### src/rtl/operand_tf_lane_seq.sv
// Operand lane sequencer: accepts an element pair, steps the lane through its even
// (and optionally odd) pass, then holds the result pair until downstream takes it.
module operand_tf_lane_seq #(
    parameter int CNT_W = 8
) (
    input  logic             clk,
    input  logic             rst_n,
    input  logic             in_valid,
    output logic             in_ready,
    input  logic             in_last,
    input  logic             cfg_odd_en,
    output logic             load_input,
    output logic             iter_sel,
    output logic             we_result,
    output logic             out_valid,
    input  logic             out_ready,
    output logic             out_last,
    output logic [CNT_W-1:0] pair_cnt,
    output logic             tile_done,
    output logic             busy,
    output logic [1:0]       state_dbg
);

    // Handshakes: a transfer happens on a cycle where valid and ready are both 1;
    // valid never waits on ready, and a held out_valid stays high until consumed.
    typedef enum logic [1:0] {
        IDLE = 2'd0,
        EVEN = 2'd1,
        ODD  = 2'd2,
        DONE = 2'd3
    } state_t;

    state_t state;
    state_t state_nx;
    logic   odd_q;
    logic   last_q;
    logic   accept;
    logic   deliver;

    // in_ready is gated by rst_n so nothing is accepted while reset is held.
    assign in_ready   = rst_n & ((state == IDLE) | ((state == DONE) & out_ready));
    assign load_input = in_valid & in_ready;
    assign accept     = load_input;
    assign deliver    = out_valid & out_ready;
    assign state_dbg  = state;

    always_comb begin
        state_nx = state;
        case (state)
            IDLE: if (accept) state_nx = EVEN;
            EVEN: state_nx = odd_q ? ODD : DONE;
            ODD:  state_nx = DONE;
            DONE: if (out_ready) state_nx = accept ? EVEN : IDLE;
            default: state_nx = IDLE;
        endcase
    end

    // Lane control outputs are registered from the next state so they line up with state.
    always_ff @(posedge clk or negedge rst_n) begin
        if (!rst_n) begin
            state     <= IDLE;
            odd_q     <= 1'b0;
            last_q    <= 1'b0;
            iter_sel  <= 1'b0;
            we_result <= 1'b0;
            out_valid <= 1'b0;
            out_last  <= 1'b0;
            busy      <= 1'b0;
            pair_cnt  <= '0;
            tile_done <= 1'b0;
        end else begin
            state     <= state_nx;
            if (accept) begin
                odd_q  <= cfg_odd_en;
                last_q <= in_last;
            end
            iter_sel  <= (state_nx == ODD);
            we_result <= (state_nx == EVEN) | (state_nx == ODD);
            out_valid <= (state_nx == DONE);
            out_last  <= (state_nx == DONE) & last_q;
            busy      <= (state_nx != IDLE);
            tile_done <= 1'b0;
            if (deliver) begin
                if (out_last) begin
                    pair_cnt  <= '0;
                    tile_done <= 1'b1;
                end else begin
                    pair_cnt <= pair_cnt + 1'b1;
                end
            end
        end
    end

endmodule
### config.mk
export PLATFORM = sky130hd
export DESIGN_NAME = operand_tf_lane_seq
export DESIGN_NICKNAME = d
export VERILOG_FILES = /design/src/rtl/operand_tf_lane_seq.sv
export SDC_FILE = /design/constraint.sdc
export NUM_CORES = 1
export LEC_CHECK = 0
export CORE_MARGIN = 1.5
export CORE_UTILIZATION = 34
export DETAILED_ROUTE_END_ITERATION = 10
export PLACE_DENSITY = 0.62
export SLEW_MARGIN = 0
export SYNTH_ARGS = -nofsm -noshare
export SYNTH_HDL_FRONTEND = slang
export SYNTH_SLANG_ARGS = --single-unit
export TNS_END_PERCENT = 1
### constraint.sdc
create_clock -name clk -period 1.25 [get_ports clk]
set_input_delay 0.25 -clock clk [delete_from_list [all_inputs] [get_ports clk]]
set_output_delay 0.25 -clock clk [all_outputs]
set_load 0.005 [all_outputs]
==> flow_metrics.py <==
metrics = {
    "cells_and_area": {
        "fillers": 204,
        "syn_to_final_growth_pct": 70.9,
        "final_cell_area_um2": 1450,
        "diodes": 0,
        "layout-drive-gt1-share_pct": 43.2,
        "nets": 143,
        "final_cells": 160,
    },
    "route": {
        "dr.first_iter.drc_count": 19,
        "antenna_left": 0,
        "vias": 824,
        "wl_per_cell_um": 14.1,
        "firstDrtPassIters": 5,
        "drc": 0,
        "routed_wl_um": 2250,
        "viasPerCell": 5.15,
    },
    "cts": {
        "cts.clk_slew.worst_paths_ns": 0.11,
        "cts_sinks": 18,
        "cts.path.max_buffers": 2,
        "cts_buffers": 3,
        "cts_root_buf": "clkbuf_4",
        "htree_num_levels": 1,
        "worstSkewPairLatency_ns": 0.29,
        "cts_tree": "yes",
    },
    "logic_synthesis": {
        "synth_compound_area_share_pct": 13.8,
        "synth.largest_area_cell": "dfrtp_1",
        "syn-cell-area_um2": 846,
        "synth_top_cell_area_share_pct": 53.3,
        "synthCells": 77,
        "synth.avg_cell_area_um2": 11.0,
        "ys_ff_latch": 18,
        "muxShareOfSynthArea_pct": 6.51,
        "synth-adder-area-share_pct": 5.92,
        "ys_top_cells_by_area": "dfrtp_1, ha_1, mux2_2, nand2_1, o21ai_0",
        "synth_top_family_by_area": "simple AND/OR/NAND/NOR gates",
        "synthSimpleGateAreaFrac_pct": 17.9,
        "ys_types": 25,
        "ys_seq_area_share_pct": 53.3,
        "synth_nets": 87,
        "synth_xor_area_share_pct": 0,
        "yosys_warnings": 0,
    },
    "power": {
        "leakagePower_nw": 0.710,
        "powerDensity_nw_per_um2": 2080,
        "vdd_ir_drop_max_mv": 1.10,
        "power.total_mw": 3.01,
    },
    "grt": {
        "globalRouteOverflowTotal": 0,
        "grt_usage_pct": 18.2,
        "grt_antenna_before_repair": 0,
        "use_met2_pct": 33.3,
        "grt_pass1_vias": 819,
        "grt_pass1_wl_um": 3590,
        "met1_usage_pct": 20.8,
        "use_met3_pct": 3.67,
        "top_usage_layer": "met2",
        "grt_max_degree": 16,
    },
    "run_status": {
        "violations": "setup timing",
        "status": "finished, violations left",
    },
    "sta": {
        "min_period_ns": 1.53,
        "hold_violations": 0,
        "final_max_slew_viol_count": 0,
        "setup_ws_ns": -0.280,
        "timing.final.setup_violations": 11,
        "relSlewSlack_pct": 81.0,
        "tightest_slew_ns": 0.281,
        "rsz0062_at_grt": "yes",
        "fin_skew_ns": 0.00548,
        "fmax_ghz": 0.654,
        "period_share_pct": 122,
    },
    "critical_path": {
        "required_ns": 1.49,
        "cp-startpoint": "state_dbg[0]",
        "crit_arrival_ns": 1.77,
        "r2r_start": "state_dbg[0]",
        "worstPathMaxFanout": 4,
        "start_kind": "register",
        "critPathCaptureType": "register",
        "crit_type": "register to register",
    },
    "floorplan": {
        "core_area_um2": 2280,
        "die_w_um": 52.9,
        "ioPinCount": 24,
        "die_area_um2": 2800,
        "die_h_um": 52.9,
        "fp-row-count": 17,
        "initial_core_util_pct": 37.2,
    },
    "place": {
        "dpl_cell_area_um2": 1220,
        "place.port_buffers": 23,
        "place_inst": 142,
        "gp_congestion": 0.768,
        "dp_hpwl_um": 1390,
        "preCtsSetupSlack_ns": -0.603,
    },
    "run": {
        "drv_cap": 0,
    },
    "min_path": {
        "min_path_type": "input pin to asynchronous set/reset pin",
    },
}
==> flip-flops by register name, indices dropped and copies added, names as in the netlist <==
register,cells
busy,1
iter_sel,1
last_q,1
odd_q,1
out_last,1
out_valid,1
pair_cnt,8
state_dbg,2
tile_done,1
we_result,1
==> placed cells by master, fill, tap and decap left out, types with 2 or more instances in the layout <==
| cell type | count |
|---|---|
| o21ai_0 | 2 |
| o41ai_1 | 2 |
| dfrtp_2 | 3 |
| buf_4 | 20 |
| clkdlybuf4s15_1 | 6 |
| buf_6 | 8 |
| nand2b_1 | 3 |
| and2_1 | 2 |
| dlygate4sd2_1 | 11 |
| clkbuf_2 | 2 |
| dfrtp_1 | 15 |
| ha_1 | 3 |
| mux2_2 | 2 |
| nand2_1 | 6 |
| o21ai_1 | 2 |
| buf_2 | 2 |
| clkdlybuf4s50_1 | 2 |
| o311ai_1 | 2 |
| a21oi_2 | 3 |
| mux2_4 | 2 |
| nor2_1 | 2 |
| inv_1 | 6 |
| nand3_1 | 3 |
| clkbuf_4 | 3 |
==> routing by layer <==
metal	part of all wire [%]	up-vias
met5	0	-
met2	53	38
met3	5.9	2
li1	-	391
met1	40	393
met4	0.75	0
==> path summary, 6_finish.rpt <==
check / end / slack, ns / cells after the start
worst max-delay path: out_last / -0.28 / 6
worst min-delay path: last_q / 0.05 / 2
worst max register to register: out_last / -0.28 / 6
worst min register to register: out_last / 0.52 / 1
max in group asynchronous: state_dbg[1] / 0.93 / 2
min in group clk: state_dbg[0] / 0.43 / 3
==> cells in the mapped netlist <==
cell type,n
and2_1,3
nand3_1,4
nand4_1,1
nand4_2,1
o41ai_1,2
or3_1,1
nor2_1,3
inv_1,6
ha_1,4
nor4bb_1,1
a211o_1,1
a21oi_1,3
o311ai_0,2
dfrtp_1,18
and3_1,2
a2bb2oi_1,1
nand2b_1,3
nand2_1,7
mux2i_1,1
mux2_2,4
a311oi_1,1
o22ai_1,1
o21ai_0,5
o21ai_2,1
and3b_1,1
==> critical path, cell delays in order, from the launching register on <==
cell	delay, ns
dfrtp_2	0.46
buf_6	0.13
buf_4	0.13
a21oi_2	0.20
a2bb2oi_1	0.24
ha_1	0.20
and2_1	0.12
==> cell type report <==
class | instances | area (µm²) | share of cell area (%)
multi-input combinational | 53 | 460 | 31.9
sequential | 18 | 454 | 31.4
timing repair buffer | 51 | 437 | 30.2
clock buffer | 4 | 36.3 | 2.51
tap | 28 | 35.0 | 2.42
inverter | 6 | 22.5 | 1.56
==> stage by stage <==
step | setup TNS, ns | util [%] | hold WS [ns]
2_1_floorplan | 0 | - | -0.0456
3_3_place_gp | -6.75 | 53.4 | 0.468
3_5_place_dp | -7.28 | 53.4 | 0.478
4_1_cts | -1.96 | 60.9 | 0.0313
5_1_grt | -2.54 | 63.5 | 0.0340
6_report | -1.89 | 63.5 | 0.0484
==> where the power goes <==
part / internal, mW / leakage, nW / switching, mW / total, mW
clock: 0.177 / 0.0210 / 0.181 / 0.358
sequential: 0.812 / 0.209 / 0.184 / 0.996
combinational: 0.958 / 0.480 / 0.698 / 1.66
==> cells by family after synthesis <==
logic type	count (synthesis)
adders and majority gates	4
AOI/OAI and AO/OA	17
and+or+nand+nor	27
muxes	5
buffers and inverters	6
DFF	18
==> what timing repair did <==
action | 4_1_cts | 5_1_grt
cloned | 0 | 0
pin swaps | 5 | 2
endpoints found under the hold margin | 0 | 0
setup endpoints to repair | 29 | 28
hold buffers | 0 | 0
resized for setup | 47 | 24
setup buffers | 16 | 0
No activity file was read; power rests on OpenSTA's default activity.
